==> src/rtl/regbank_pkg.sv <==
// Shared constants, state encoding and helpers for the banked register file controller.
package regbank_pkg;

   localparam logic [4:0] MODE_USR = 5'h10;
   localparam logic [4:0] MODE_FIQ = 5'h11;
   localparam logic [4:0] MODE_IRQ = 5'h12;
   localparam logic [4:0] MODE_SVC = 5'h13;
   localparam logic [4:0] MODE_ABT = 5'h17;
   localparam logic [4:0] MODE_UND = 5'h1B;
   localparam logic [4:0] MODE_SYS = 5'h1F;

   localparam logic [5:0] FIQ_BASE = 6'd16;
   localparam logic [5:0] SVC_BASE = 6'd23;
   localparam logic [5:0] ABT_BASE = 6'd25;
   localparam logic [5:0] IRQ_BASE = 6'd27;
   localparam logic [5:0] UND_BASE = 6'd29;
   localparam logic [5:0] PC_IDX   = 6'd15;

   typedef enum logic [1:0] {IDLE, A_RD, B_XFER, B_DONE} state_t;

   typedef struct packed {
      logic       wr_en;
      logic [3:0] waddr;
   } a_wr_t;

   typedef struct packed {
      logic [15:0] list;
      logic        is_load;
      logic        user_bank;
   } b_xfer_t;

   // Index of the lowest set bit; 0 for an empty vector.
   function automatic logic [3:0] lowest_set(input logic [15:0] v);
      lowest_set = 4'd0;
      for (int i = 15; i >= 0; i--)
         if (v[i]) lowest_set = 4'(i);
   endfunction

endpackage

==> src/rtl/regbank_access_ctrl_if.sv <==
// Requester A, requester B and register bank signal bundle.
interface regbank_access_ctrl_if #(
   parameter int DATA_W  = 32,
   parameter int PADDR_W = 6
);
   logic               a_valid, a_ready;
   logic [3:0]         a_raddr1, a_raddr2, a_raddr3;
   logic               a_wr_en;
   logic [3:0]         a_waddr;
   logic [DATA_W-1:0]  a_wdata;
   logic               a_rvalid;
   logic [DATA_W-1:0]  a_rdata1, a_rdata2, a_rdata3;

   logic               b_start, b_ready;
   logic [15:0]        b_list;
   logic               b_is_load, b_user_bank;
   logic               b_rvalid;
   logic [DATA_W-1:0]  b_rdata;
   logic [3:0]         b_rreg;
   logic               b_wvalid, b_wready;
   logic [DATA_W-1:0]  b_wdata;
   logic               b_done;

   logic               bank_active, bank_w, bank_pc_w;
   logic [PADDR_W-1:0] bank_addr1, bank_addr2, bank_addr3;
   logic [DATA_W-1:0]  bank_write, bank_pc_write;
   logic [DATA_W-1:0]  bank_read1, bank_read2, bank_read3;

   modport slave (
      input  a_valid, a_raddr1, a_raddr2, a_raddr3, a_wr_en, a_waddr, a_wdata,
      output a_ready, a_rvalid, a_rdata1, a_rdata2, a_rdata3,
      input  b_start, b_list, b_is_load, b_user_bank, b_wvalid, b_wdata,
      output b_ready, b_rvalid, b_rdata, b_rreg, b_wready, b_done,
      output bank_active, bank_w, bank_pc_w, bank_addr1, bank_addr2, bank_addr3,
      output bank_write, bank_pc_write,
      input  bank_read1, bank_read2, bank_read3
   );

   modport master (
      output a_valid, a_raddr1, a_raddr2, a_raddr3, a_wr_en, a_waddr, a_wdata,
      input  a_ready, a_rvalid, a_rdata1, a_rdata2, a_rdata3,
      output b_start, b_list, b_is_load, b_user_bank, b_wvalid, b_wdata,
      input  b_ready, b_rvalid, b_rdata, b_rreg, b_wready, b_done,
      input  bank_active, bank_w, bank_pc_w, bank_addr1, bank_addr2, bank_addr3,
      input  bank_write, bank_pc_write,
      output bank_read1, bank_read2, bank_read3
   );
endinterface

==> src/rtl/regbank_mode_map.sv <==
// Logical r0-r15 to physical bank index translation for one register port.
module regbank_mode_map
   import regbank_pkg::*;
#(
   parameter int PADDR_W = 6
) (
   input  logic [3:0]         lreg,
   input  logic [4:0]         mode,
   input  logic               force_user,
   output logic [PADDR_W-1:0] paddr,
   output logic               bad_mode
);
   logic [5:0] idx;
   logic       hi;

   always_comb begin
      idx      = {2'b00, lreg};
      bad_mode = 1'b0;
      hi       = (lreg == 4'd13) || (lreg == 4'd14);
      // r13 -> base, r14 -> base+1: lreg[1] distinguishes the pair
      if (!force_user) begin
         case (mode)
            MODE_USR, MODE_SYS: begin end
            MODE_FIQ: if (lreg >= 4'd8 && lreg <= 4'd14) idx = FIQ_BASE + {2'b00, lreg - 4'd8};
            MODE_SVC: if (hi) idx = SVC_BASE + {5'd0, lreg[1]};
            MODE_ABT: if (hi) idx = ABT_BASE + {5'd0, lreg[1]};
            MODE_IRQ: if (hi) idx = IRQ_BASE + {5'd0, lreg[1]};
            MODE_UND: if (hi) idx = UND_BASE + {5'd0, lreg[1]};
            default:  bad_mode = 1'b1;
         endcase
      end
      if (lreg == 4'd15) idx = PC_IDX;
   end

   assign paddr = PADDR_W'(idx);

endmodule

==> src/rtl/regbank_access_ctrl.sv <==
// Arbitrates the banked register file between the execute stage (A) and the
// block-transfer unit (B), mapping logical registers through the latched mode.
module regbank_access_ctrl
   import regbank_pkg::*;
#(
   parameter int DATA_W  = 32,
   parameter int PADDR_W = 6
) (
   input  logic       clk1,
   input  logic       rst,
   input  logic [4:0] cpsr_mode,
   regbank_access_ctrl_if.slave bus,
   output logic       mode_err
);
   state_t            state;
   logic              last_grant_b;
   a_wr_t             a_wr;
   logic [DATA_W-1:0] a_wdata_q;
   b_xfer_t           b_x;
   logic [4:0]        mode_q;

   logic [2:0][3:0]         rd_lreg;
   logic [2:0][PADDR_W-1:0] rd_paddr;
   logic [2:0]              rd_bad;
   logic [3:0]              tgt, w_lreg;
   logic                    w_force, w_bad;
   logic [PADDR_W-1:0]      w_paddr;
   logic [15:0]             list_nxt;
   logic                    grant_a, grant_b, a_wr_iss, b_ld_iss, b_st_iss;
   logic [DATA_W-1:0]       wr_data;

   // Read ports map through the live mode: they are only used in the accept cycle.
   assign rd_lreg = {bus.a_raddr3, bus.a_raddr2, bus.a_raddr1};
   for (genvar i = 0; i < 3; i++) begin : g_rd
      regbank_mode_map #(.PADDR_W(PADDR_W)) u_rd_map (
         .lreg(rd_lreg[i]), .mode(cpsr_mode), .force_user(1'b0),
         .paddr(rd_paddr[i]), .bad_mode(rd_bad[i])
      );
   end

   assign tgt      = lowest_set(b_x.list);
   assign list_nxt = b_x.list & ~(16'd1 << tgt);
   assign w_lreg   = (state == B_XFER) ? tgt : a_wr.waddr;
   assign w_force  = (state == B_XFER) && b_x.user_bank;

   regbank_mode_map #(.PADDR_W(PADDR_W)) u_wr_map (
      .lreg(w_lreg), .mode(mode_q), .force_user(w_force),
      .paddr(w_paddr), .bad_mode(w_bad)
   );

   assign grant_a  = !rst && (state == IDLE) && bus.a_valid && (!bus.b_start || last_grant_b);
   assign grant_b  = !rst && (state == IDLE) && bus.b_start && (!bus.a_valid || !last_grant_b);
   assign a_wr_iss = !rst && (state == A_RD) && a_wr.wr_en;
   assign b_ld_iss = !rst && (state == B_XFER) && b_x.is_load && bus.b_wvalid;
   assign b_st_iss = !rst && (state == B_XFER) && !b_x.is_load;
   assign wr_data  = (state == A_RD) ? a_wdata_q : bus.b_wdata;

   always_comb begin
      bus.a_ready       = grant_a;
      bus.b_ready       = grant_b;
      bus.b_wready      = !rst && (state == B_XFER) && b_x.is_load;
      bus.bank_active   = 1'b0;
      bus.bank_w        = 1'b0;
      bus.bank_pc_w     = 1'b0;
      bus.bank_addr1    = '0;
      bus.bank_addr2    = '0;
      bus.bank_addr3    = '0;
      bus.bank_write    = '0;
      bus.bank_pc_write = '0;
      if (grant_a) begin
         bus.bank_active = 1'b1;
         bus.bank_addr1  = rd_paddr[0];
         bus.bank_addr2  = rd_paddr[1];
         bus.bank_addr3  = rd_paddr[2];
      end else if (a_wr_iss || b_ld_iss) begin
         bus.bank_active = 1'b1;
         bus.bank_addr1  = w_paddr;
         if (w_lreg == 4'd15) begin
            bus.bank_pc_w     = 1'b1;
            bus.bank_pc_write = wr_data;
         end else begin
            bus.bank_w     = 1'b1;
            bus.bank_write = wr_data;
         end
      end else if (b_st_iss) begin
         bus.bank_active = 1'b1;
         bus.bank_addr1  = w_paddr;
      end
   end

   always_ff @(posedge clk1) begin
      if (rst) begin
         state        <= IDLE;
         last_grant_b <= 1'b1;
         a_wr         <= '0;
         a_wdata_q    <= '0;
         b_x          <= '0;
         mode_q       <= '0;
         mode_err     <= 1'b0;
         bus.a_rvalid <= 1'b0;
         bus.a_rdata1 <= '0;
         bus.a_rdata2 <= '0;
         bus.a_rdata3 <= '0;
         bus.b_rvalid <= 1'b0;
         bus.b_rdata  <= '0;
         bus.b_rreg   <= '0;
         bus.b_done   <= 1'b0;
      end else begin
         bus.a_rvalid <= 1'b0;
         bus.b_rvalid <= 1'b0;
         bus.b_done   <= 1'b0;
         if ((a_wr_iss || b_ld_iss || b_st_iss) && w_bad) mode_err <= 1'b1;
         case (state)
            IDLE: begin
               if (grant_a) begin
                  last_grant_b <= 1'b0;
                  mode_q       <= cpsr_mode;
                  a_wr         <= '{wr_en: bus.a_wr_en, waddr: bus.a_waddr};
                  a_wdata_q    <= bus.a_wdata;
                  bus.a_rvalid <= 1'b1;
                  bus.a_rdata1 <= bus.bank_read1;
                  bus.a_rdata2 <= bus.bank_read2;
                  bus.a_rdata3 <= bus.bank_read3;
                  if (|rd_bad) mode_err <= 1'b1;
                  state        <= A_RD;
               end else if (grant_b) begin
                  last_grant_b <= 1'b1;
                  mode_q       <= cpsr_mode;
                  b_x          <= '{list: bus.b_list, is_load: bus.b_is_load,
                                    user_bank: bus.b_user_bank};
                  if (rd_bad[0] && !bus.b_user_bank) mode_err <= 1'b1;
                  if (bus.b_list == 16'd0) begin
                     bus.b_done <= 1'b1;
                     state      <= B_DONE;
                  end else begin
                     state <= B_XFER;
                  end
               end
            end
            A_RD: state <= IDLE;
            B_XFER: begin
               // Store read data returns a cycle after issue, overlapping the next issue.
               if (!b_x.is_load || bus.b_wvalid) begin
                  b_x.list <= list_nxt;
                  if (!b_x.is_load) begin
                     bus.b_rvalid <= 1'b1;
                     bus.b_rdata  <= bus.bank_read1;
                     bus.b_rreg   <= tgt;
                  end
                  if (list_nxt == 16'd0) begin
                     bus.b_done <= 1'b1;
                     state      <= B_DONE;
                  end
               end
            end
            B_DONE: state <= IDLE;
            default: state <= IDLE;
         endcase
      end
   end

endmodule

==> src/flat_wrapper.sv <==
// flat-port wrapper written by rule: the top's interface ports become plain ports
module regbank_access_ctrl_flat import regbank_pkg::*;
#(
   parameter int DATA_W  = 32,
   parameter int PADDR_W = 6
)
  (clk1, rst, cpsr_mode, mode_err, bus_a_valid, bus_a_raddr1, bus_a_raddr2, bus_a_raddr3, bus_a_wr_en, bus_a_waddr, bus_a_wdata, bus_a_ready, bus_a_rvalid, bus_a_rdata1, bus_a_rdata2, bus_a_rdata3, bus_b_start, bus_b_list, bus_b_is_load, bus_b_user_bank, bus_b_wvalid, bus_b_wdata, bus_b_ready, bus_b_rvalid, bus_b_rdata, bus_b_rreg, bus_b_wready, bus_b_done, bus_bank_active, bus_bank_w, bus_bank_pc_w, bus_bank_addr1, bus_bank_addr2, bus_bank_addr3, bus_bank_write, bus_bank_pc_write, bus_bank_read1, bus_bank_read2, bus_bank_read3);
  regbank_access_ctrl_if #(.DATA_W(DATA_W), .PADDR_W(PADDR_W)) bus_i ();
  input  logic clk1;
  input  logic rst;
  input  logic [4:0] cpsr_mode;
  output logic mode_err;
  input wire logic [$bits(bus_i.a_valid)-1:0] bus_a_valid;
  input wire logic [$bits(bus_i.a_raddr1)-1:0] bus_a_raddr1;
  input wire logic [$bits(bus_i.a_raddr2)-1:0] bus_a_raddr2;
  input wire logic [$bits(bus_i.a_raddr3)-1:0] bus_a_raddr3;
  input wire logic [$bits(bus_i.a_wr_en)-1:0] bus_a_wr_en;
  input wire logic [$bits(bus_i.a_waddr)-1:0] bus_a_waddr;
  input wire logic [$bits(bus_i.a_wdata)-1:0] bus_a_wdata;
  output wire logic [$bits(bus_i.a_ready)-1:0] bus_a_ready;
  output wire logic [$bits(bus_i.a_rvalid)-1:0] bus_a_rvalid;
  output wire logic [$bits(bus_i.a_rdata1)-1:0] bus_a_rdata1;
  output wire logic [$bits(bus_i.a_rdata2)-1:0] bus_a_rdata2;
  output wire logic [$bits(bus_i.a_rdata3)-1:0] bus_a_rdata3;
  input wire logic [$bits(bus_i.b_start)-1:0] bus_b_start;
  input wire logic [$bits(bus_i.b_list)-1:0] bus_b_list;
  input wire logic [$bits(bus_i.b_is_load)-1:0] bus_b_is_load;
  input wire logic [$bits(bus_i.b_user_bank)-1:0] bus_b_user_bank;
  input wire logic [$bits(bus_i.b_wvalid)-1:0] bus_b_wvalid;
  input wire logic [$bits(bus_i.b_wdata)-1:0] bus_b_wdata;
  output wire logic [$bits(bus_i.b_ready)-1:0] bus_b_ready;
  output wire logic [$bits(bus_i.b_rvalid)-1:0] bus_b_rvalid;
  output wire logic [$bits(bus_i.b_rdata)-1:0] bus_b_rdata;
  output wire logic [$bits(bus_i.b_rreg)-1:0] bus_b_rreg;
  output wire logic [$bits(bus_i.b_wready)-1:0] bus_b_wready;
  output wire logic [$bits(bus_i.b_done)-1:0] bus_b_done;
  output wire logic [$bits(bus_i.bank_active)-1:0] bus_bank_active;
  output wire logic [$bits(bus_i.bank_w)-1:0] bus_bank_w;
  output wire logic [$bits(bus_i.bank_pc_w)-1:0] bus_bank_pc_w;
  output wire logic [$bits(bus_i.bank_addr1)-1:0] bus_bank_addr1;
  output wire logic [$bits(bus_i.bank_addr2)-1:0] bus_bank_addr2;
  output wire logic [$bits(bus_i.bank_addr3)-1:0] bus_bank_addr3;
  output wire logic [$bits(bus_i.bank_write)-1:0] bus_bank_write;
  output wire logic [$bits(bus_i.bank_pc_write)-1:0] bus_bank_pc_write;
  input wire logic [$bits(bus_i.bank_read1)-1:0] bus_bank_read1;
  input wire logic [$bits(bus_i.bank_read2)-1:0] bus_bank_read2;
  input wire logic [$bits(bus_i.bank_read3)-1:0] bus_bank_read3;
  assign bus_i.a_valid = bus_a_valid;
  assign bus_i.a_raddr1 = bus_a_raddr1;
  assign bus_i.a_raddr2 = bus_a_raddr2;
  assign bus_i.a_raddr3 = bus_a_raddr3;
  assign bus_i.a_wr_en = bus_a_wr_en;
  assign bus_i.a_waddr = bus_a_waddr;
  assign bus_i.a_wdata = bus_a_wdata;
  assign bus_a_ready = bus_i.a_ready;
  assign bus_a_rvalid = bus_i.a_rvalid;
  assign bus_a_rdata1 = bus_i.a_rdata1;
  assign bus_a_rdata2 = bus_i.a_rdata2;
  assign bus_a_rdata3 = bus_i.a_rdata3;
  assign bus_i.b_start = bus_b_start;
  assign bus_i.b_list = bus_b_list;
  assign bus_i.b_is_load = bus_b_is_load;
  assign bus_i.b_user_bank = bus_b_user_bank;
  assign bus_i.b_wvalid = bus_b_wvalid;
  assign bus_i.b_wdata = bus_b_wdata;
  assign bus_b_ready = bus_i.b_ready;
  assign bus_b_rvalid = bus_i.b_rvalid;
  assign bus_b_rdata = bus_i.b_rdata;
  assign bus_b_rreg = bus_i.b_rreg;
  assign bus_b_wready = bus_i.b_wready;
  assign bus_b_done = bus_i.b_done;
  assign bus_bank_active = bus_i.bank_active;
  assign bus_bank_w = bus_i.bank_w;
  assign bus_bank_pc_w = bus_i.bank_pc_w;
  assign bus_bank_addr1 = bus_i.bank_addr1;
  assign bus_bank_addr2 = bus_i.bank_addr2;
  assign bus_bank_addr3 = bus_i.bank_addr3;
  assign bus_bank_write = bus_i.bank_write;
  assign bus_bank_pc_write = bus_i.bank_pc_write;
  assign bus_i.bank_read1 = bus_bank_read1;
  assign bus_i.bank_read2 = bus_bank_read2;
  assign bus_i.bank_read3 = bus_bank_read3;
  regbank_access_ctrl #(.DATA_W(DATA_W), .PADDR_W(PADDR_W)) u_core (.clk1(clk1), .rst(rst), .cpsr_mode(cpsr_mode), .bus(bus_i), .mode_err(mode_err));
endmodule
==> config.mk <==
export PLATFORM = sky130hd
export DESIGN_NAME = regbank_access_ctrl_flat
export DESIGN_NICKNAME = d
export VERILOG_FILES = /design/src/rtl/regbank_pkg.sv /design/src/rtl/regbank_access_ctrl_if.sv /design/src/rtl/regbank_mode_map.sv /design/src/rtl/regbank_access_ctrl.sv /design/src/flat_wrapper.sv
export SDC_FILE = /design/constraint.sdc
export NUM_CORES = 1
export LEC_CHECK = 0
export CAP_MARGIN = 20
export CELL_PAD_IN_SITES_DETAIL_PLACEMENT = 1
export CELL_PAD_IN_SITES_GLOBAL_PLACEMENT = 2
export CORE_MARGIN = 2
export CORE_UTILIZATION = 22
export CTS_BUF_LIST = sky130_fd_sc_hd__clkbuf_8
export DETAILED_ROUTE_END_ITERATION = 8
export PLACE_DENSITY = 0.85
export RECOVER_POWER = 25
export SLEW_MARGIN = 20
export SYNTH_ARGS = -nofsm -noshare
export SYNTH_HDL_FRONTEND = slang
export SYNTH_SLANG_ARGS = --single-unit
==> constraint.sdc <==
create_clock -name clk1 -period 2.9 [get_ports clk1]
set_input_delay 0.58 -clock clk1 [delete_from_list [all_inputs] [get_ports clk1]]
set_output_delay 0.58 -clock clk1 [all_outputs]
set_load 0.005 [all_outputs]
==> impl_metrics.env, run 1 <==
export IMPL_status="finished, violations left"
export IMPL_violations="negative setup slack"
export IMPL_gr_total_overflow=0
export IMPL_hpwl_microns=29600
export IMPL_fmax_ghz=0.282
export IMPL_antenna_cells=0
export IMPL_num_rows=73
export IMPL_yosys_top_cells_area="dfxtp_1 (45%), nand2_1 (16%), nand3_1 (8.5%), nor2_1 (4.7%), mux2i_1 (4.2%)"
export IMPL_syn_area_sq_um=8760
export IMPL_yosysUniqueCellTypes=65
export IMPL_leakagePower_nw=6.82
export IMPL_fin_crit_sh_pct=122
export IMPL_drt_pass1_iter_count=4
export IMPL_postCtsHoldBufs=0
export IMPL_max_vdd_ir_drop_uv=330
export IMPL_fin_cells=2236
export IMPL_die_h_microns=204
export IMPL_avgSynthCellArea_sq_um=7.38
export IMPL_seqCellArea_sq_um=4000
export IMPL_drt_total_wl_microns=42200
export IMPL_startpoint_type="register"
export IMPL_async_flop_share_pct=0
export IMPL_die_width_microns=204
export IMPL_clockBufferDepth=2
export IMPL_rsz0062_at_grt="true"
export IMPL_dieArea_sq_um=41400
export IMPL_cts_sinks=199
export IMPL_synth_cells=1188
export IMPL_worst_hold_path_endpoint="u_core.bus.a_rdata1[1]"
export IMPL_grt_pass1_wl_microns=61500
export IMPL_via_count=10300
export IMPL_track_usage_pct=19.1
export IMPL_min_path_type="register to register"
export IMPL_grt_max_degree=71
export IMPL_dp_cells=2157
export IMPL_ys_flop_type="dfxtp_1"
export IMPL_h_tree_depth=4
export IMPL_critPathMaxStageDelay_ns=0.50
export IMPL_final_core_util_pct=39.3
export IMPL_yosysSeqAreaShare_pct=45.5
export IMPL_cts_tree="done"
export IMPL_cts_buffers_inserted=17
export IMPL_crit_type="register to output pin"
export IMPL_cp_slowest_cell="or4_4"
export IMPL_gp_congestion=0.892
export IMPL_antenna_found_initial=0
export IMPL_relSlewSlack_pct=39.8
export IMPL_maxCapViolations=0
export IMPL_ys_ff_latch=199
export IMPL_power_density_nw_per_um2=442
export IMPL_r2r_end="u_core.state[0]"
export IMPL_finalSetupViolations=71
export IMPL_core_area_sq_um=39500
export IMPL_worst_ep_required_time_ns=2.32
export IMPL_r2r_start="u_core.b_x[7]"
export IMPL_r2r_cells=11
export IMPL_setup_ws_ns=-0.641
export IMPL_cts_clk_slew_worst_paths_ns=0.11
export IMPL_crit_arrival_ns=2.96
export IMPL_grt_pass1_vias=10500
export IMPL_synth_top_area_share_pct=45.5
export IMPL_routed_via_density=4.61
export IMPL_cts_root_buffer="clkbuf_8"
export IMPL_synth_largest_area_cell="dfxtp_1"
export IMPL_routedWlPerCell_microns=18.9
export IMPL_min_path_cells=2
export IMPL_start_util_pct=22.2
export IMPL_final_antenna_net_count=0
export IMPL_synth_edf_count=0
export IMPL_period_needed_ns=3.54
export IMPL_n_fill_cell=4660
export IMPL_max_slew_worst_pin_slew_ns=0.903
export IMPL_end_kind="output pin"
export IMPL_clkLatencyLatePin_ns=0.51
export IMPL_layout_nets=1903
export IMPL_hold_path_startpoint="u_core.bus.a_rdata1[1]"
export IMPL_finClkSkew_ns=0.0248
export IMPL_crit_path_cell_trace="buf_6, buf_4, o21ai_1, a311o_2, a221oi_2, xnor2_1, or4_4, nand4_1, o211ai_1, buf_2"
export IMPL_critPathMaxFanout=5
export IMPL_drive_gt1_share_pct=22.2
export IMPL_drc=0
export IMPL_r2r_slack_ns=0.03
export IMPL_area_growth_pct=77.2
export IMPL_portBuffers=425
export IMPL_io_pin_count=429
export IMPL_multi_input_area_sq_um=4990
export IMPL_holdWs_ns=0.460
export IMPL_finalHoldViolations=0
export IMPL_ys_warn_count=0
export IMPL_drt_iter0_drc=418
export IMPL_slew_viol_final=0
-- synthesized netlist by cell type, types with 5 or more instances --
library cell  instances
a31oi_1               7
clkbuf_1             65
mux2i_1              37
dfxtp_1             199
a32o_1                5
buf_6                 7
nand2_1             378
nor4_1                7
o22ai_1               5
inv_1                 8
buf_1                 9
nor3_1                8
nor2b_1               8
a22oi_1               9
o21ai_0              32
a21oi_1              65
nor2_1              109
nand3_1             148
nand2b_1              5
-- through the flow --
step,total power (W),TNS (ns),setup WS (ns),cell area [sq um]
finish,0.00686,-31.33,-0.641,15500
CTS,0.00681,-42.45,-0.785,14900
global route,0.00722,-42.77,-0.789,15500
detailed placement,0.00482,-29.29,-0.523,14100
global placement,0.00479,-25.97,-0.485,14100
floorplan,0.00376,0,0.214,8770
-- final cells by class --
cell class                      count  share of cell area [%]
Clock buffer                       19                    1.68
Clock inverter                     13                   0.878
Inverter                           11                   0.330
Multi-Input combinational cell    891                    32.2
Sequential cell                   199                    25.8
Tap cell                          525                    4.23
Timing Repair Buffer              578                    35.0
-- critical path, delay by kind of cell (launching register included) --
family	cells	cell delay (ns)
AOI/OAI and AO/OA	4	0.94
and+or+nand+nor	2	0.63
DFF	1	0.41
buffers and inverters	3	0.35
xor gates and xnor gates	1	0.15
-- cells in the final DEF (no fill, tap or decap), drive strengths merged, types with 4 or more instances in the layout --
| cell type | n |
|---|---|
| o211ai | 4 |
| nand3 | 148 |
| o21ai | 34 |
| o22ai | 5 |
| or2 | 4 |
| and2 | 4 |
| o21a | 4 |
| nor4 | 8 |
| dlymetal6s2s | 6 |
| nand4 | 4 |
| clkinv | 6 |
| nor2b | 8 |
| nand2 | 378 |
| nor3 | 8 |
| clkbuf | 36 |
| buf | 210 |
| dfxtp | 199 |
| mux2i | 37 |
| a22oi | 9 |
| clkdlybuf4s50 | 337 |
| a31oi | 7 |
| inv | 15 |
| a32o | 5 |
| nand2b | 5 |
| a21oi | 66 |
| dlygate4sd2 | 8 |
| nor2 | 109 |
-- where the power goes --
part	switching (W)	internal [W]	total, W
logic	0.000908	0.000985	0.00189
clock network	0.00112	0.000752	0.00188
registers	0.000143	0.00294	0.00309
-- worst max path at each step --
stage,start,endpoint,slack [ns],depth (start not counted)
after floorplan,u_core.b_x[3],bus_bank_pc_write[10],0.21,9
after global placement,u_core.b_x[10],bus_bank_pc_write[2],-0.48,8
after detailed placement,u_core.b_x[10],bus_bank_write[2],-0.52,11
after CTS,u_core.b_x[10],bus_bank_write[25],-0.79,14
after global routing,u_core.b_x[7],bus_bank_addr1[2],-0.79,10
final,u_core.b_x[10],bus_bank_addr1[2],-0.64,10
-- state kept, by name (all words and copies together) (netlist names) --
register	flops
u_core.bus.b_rvalid	1
u_core.bus.a_rdata1	32
u_core.a_wr	5
u_core.bus.a_rdata3	32
u_core.bus.b_rreg	4
u_core.state	2
u_core.last_grant_b	1
u_core.b_x	18
u_core.mode_q	5
u_core.bus.a_rdata2	32
u_core.bus.a_rvalid	1
u_core.mode_err	1
u_core.a_wdata_q	32
u_core.bus.b_done	1
u_core.bus.b_rdata	32
-- cells by family (layout without fill, tap and decap cells) --
| logic type | Yosys count | count (layout) | synth area share, % |
|---|---|---|---|
| AND/OR/NAND/NOR | 690 | 690 | 33.6 |
| multiplexers | 37 | 37 | 4.23 |
| AO/OA/AOI/OAI | 159 | 159 | 11.4 |
| XOR/XNOR | 2 | 2 | 0.200 |
| buffers and inverters | 100 | 621 | 5.08 |
| flip-flops | 199 | 199 | 45.5 |
| other | 1 | 3 | 0.0428 |
-- layer usage --
layer / global-route usage, % / routed length (microns)
met2: 32.5 / 20600
met3: 5.61 / 2900
met4: 5.89 / 937
met1: 23.1 / 17800
met5: 0 / 0
-- repair_timing --
action,in CTS,in global routing
cloned,2,8
resized for setup,267,248
buffers inserted,27,20
pin swaps,25,59
setup endpoints to repair,83,78
Power figures use the tool's default switching activity.
==> inputs of run 2 (changes only) <==
- ABC_AREA: unset -> 1
- CORE_UTILIZATION: 22 -> 21
- PLACE_DENSITY: 0.85 -> 0.83
==> run 2 against run 1 <==
Against the previous run:
- the flow finishes with violations (max-capacitance violations, max-slew violations, negative setup slack)
- maximum frequency is 2.0% lower
- clock power barely moved
- critical path depth grew 15
- sequential share of layout area fell by 0.42 points
- cell area up 1.4%
- via count increased by 7.2%
- register-to-register slack improved by 0.18 ns
- clock skew fell by 0.0073 ns
==> impl_metrics.env, run 2 <==
export IMPL_status="finished, violations left"
export IMPL_violations="max-capacitance violations, max-slew violations, negative setup slack"
export IMPL_core_area_sq_um=42000
export IMPL_drt_pass1_iter_count=4
export IMPL_maxCapViolations=1
export IMPL_avgSynthCellArea_sq_um=6.91
export IMPL_ys_flop_type="dfxtp_1"
export IMPL_worst_ep_required_time_ns=2.32
export IMPL_grt_use_met3_pct=8.33
export IMPL_track_usage_pct=18.8
export IMPL_synth_top_cells_by_count="nand2_1 (314), dfxtp_1 (199), nor2_1 (157)"
export IMPL_finalSetupTns_ns=-44.55
export IMPL_end_kind="output pin"
export IMPL_antenna_found_initial=5
export IMPL_clockBufferDepth=2
export IMPL_slew_viol_final=73
export IMPL_startpoint_type="register"
export IMPL_min_path_type="register to register"
export IMPL_cts_sinks=199
export IMPL_final_core_util_pct=37.4
export IMPL_cts_clk_slew_worst_paths_ns=0.11
export IMPL_critPathMaxFanout=7
export IMPL_drive_gt1_share_pct=24.0
export IMPL_fin_crit_sh_pct=125
export IMPL_synth_top_area_share_pct=44.4
export IMPL_max_vdd_ir_drop_uv=370
export IMPL_final_antenna_net_count=0
export IMPL_synth_edf_count=0
export IMPL_yosysUniqueCellTypes=46
export IMPL_leakagePower_nw=7.03
export IMPL_postCtsHoldBufs=0
export IMPL_relSlewSlack_pct=-4.28
export IMPL_area_growth_pct=75.3
export IMPL_hold_path_startpoint="u_core.a_wdata_q[23]"
export IMPL_synth_largest_area_cell="dfxtp_1"
export IMPL_gr_total_overflow=0
export IMPL_dieArea_sq_um=44400
export IMPL_io_pin_count=429
export IMPL_rsz0062_at_grt="true"
export IMPL_setup_ws_ns=-0.713
export IMPL_syn_area_sq_um=8980
export IMPL_r2r_start="u_core.b_x[16]"
export IMPL_crit_start="u_core.b_x[16]"
export IMPL_num_rows=75
export IMPL_routed_via_density=4.56
export IMPL_cts_buffers_inserted=17
export IMPL_async_flop_share_pct=0
export IMPL_synth_most_common_cell="nand2_1"
export IMPL_power_density_nw_per_um2=523
export IMPL_yosys_top_cells_area="dfxtp_1 (44%), nand2_1 (13%), nand3_1 (7.2%), o21ai_0 (7.2%), nor2_1 (6.6%)"
export IMPL_finalSetupViolations=81
export IMPL_via_count=11100
export IMPL_grtUsageMet1_pct=20.1
export IMPL_fmax_ghz=0.277
export IMPL_drt_iter0_drc=335
export IMPL_start_util_pct=21.4
export IMPL_finClkSkew_ns=0.0175
export IMPL_place_ws_ns=-0.735
export IMPL_most_common_layout_cells="clkdlybuf4s50_1 (337), nand2_1 (298), dfxtp_1 (194)"
export IMPL_crit_arrival_ns=3.03
export IMPL_synth_cells=1300
export IMPL_grt_pass1_vias=11600
export IMPL_yosysSeqAreaShare_pct=44.4
export IMPL_period_needed_ns=3.61
export IMPL_routedWlPerCell_microns=17.8
export IMPL_grt_max_degree=73
export IMPL_h_tree_depth=4
export IMPL_grt_pass1_wl_microns=65100
export IMPL_cts_tree="done"
export IMPL_gp_congestion=0.851
export IMPL_layout_nets=2073
export IMPL_ys_ff_latch=199
export IMPL_finalHoldViolations=0
export IMPL_drc=0
export IMPL_gr_max_usage_layer="met2"
export IMPL_clkLatencyLatePin_ns=0.53
export IMPL_layout_commonest_cell="clkdlybuf4s50_1"
export IMPL_portBuffers=425
export IMPL_hpwl_microns=30600
export IMPL_max_slew_worst_pin_slew_ns=1.56
export IMPL_holdWs_ns=0.457
export IMPL_crit_type="register to output pin"
export IMPL_drt_total_wl_microns=43100
export IMPL_die_h_microns=211
export IMPL_die_width_microns=211
export IMPL_ys_warn_count=0
export IMPL_cts_root_buffer="clkbuf_8"
export IMPL_met2_usage_pct=32.1
[run 2: report_power, final]
group	leakage [nW]	switching [W]	total, W	internal, W
Combinational	5.19	0.00158	0.00310	0.00152
Sequential	1.64	0.000176	0.00324	0.00306
Clock	0.197	0.00117	0.00189	0.000715
Total	7.03	0.00293	0.00823	0.00530
[run 2: through the flow]
stage	total power [W]	std cells	area (sq um)
detailed placement	0.00607	2322	14700
global route	0.00876	2421	15700
floorplan	0.00441	1302	8990
CTS	0.00833	2406	15600
finish	0.00823	2423	15700
global placement	0.00602	2322	14700
[run 2: final cells by class]
type / count / area (sq um)
fill: 5150 / 26300
timing repair buffer: 627 / 5670
multi-input combinational: 917 / 4590
sequential: 199 / 3990
tap: 539 / 674
inverter: 106 / 414
clock buffer: 17 / 234
clock inverter: 14 / 159
antenna: 4 / 10.0
[run 2: path summary, 6_finish.rpt]
| check | cells past startpoint | slack, ns | endpoint |
|---|---|---|---|
| max | 25 | -0.71 | bus_bank_pc_write[11] |
| min | 2 | 0.46 | u_core.a_wdata_q[23] |
| max reg2reg | 21 | 0.21 | u_core.state[0] |
| min reg2reg | 2 | 0.46 | u_core.a_wdata_q[23] |
[run 2: worst max-delay path, cell delays in order, from the launching register on]
cell       delay [ns]
dfxtp_2          0.36
inv_2            0.06
nand2_2          0.05
nand2_2          0.05
nand2_1          0.05
nand2_1          0.05
nand2_1          0.05
nand2_1          0.06
nand2_1          0.05
nand2_1          0.05
nand2_1          0.06
nand2_1          0.08
nand2_2          0.07
nand2_4          0.08
nand2_4          0.06
nand2_4          0.08
nand3_4          0.10
nand2_4          0.11
nand2_4          0.06
nor3_4           0.26
nand2_4          0.11
buf_6            0.13
clkbuf_16        0.16
buf_6            0.12
nor2_4           0.08
clkbuf_2         0.11
[run 2: repair_timing]
action,4_1_cts,5_1_grt
pin swaps,22,31
gates resized for setup,257,182
gates cloned,3,3
setup buffers,51,30
endpoints found under the setup margin,84,89
[run 2: cell families (layout without fill, tap and decap cells)]
kind of cell | after synthesis | in the layout | share of synthesized area, %
flops | 199 | 199 | 44.4
other cells | 1 | 7 | 0.0418
simple gates | 677 | 677 | 32.5
compound gates | 237 | 237 | 14.6
buf+inv | 186 | 764 | 8.51
[run 2: layer usage]
metal,part of all wire [%],routed length [microns]
met5,0.023,10
met3,10,4290
met1,39,16800
met4,3.1,1350
met2,48,20600
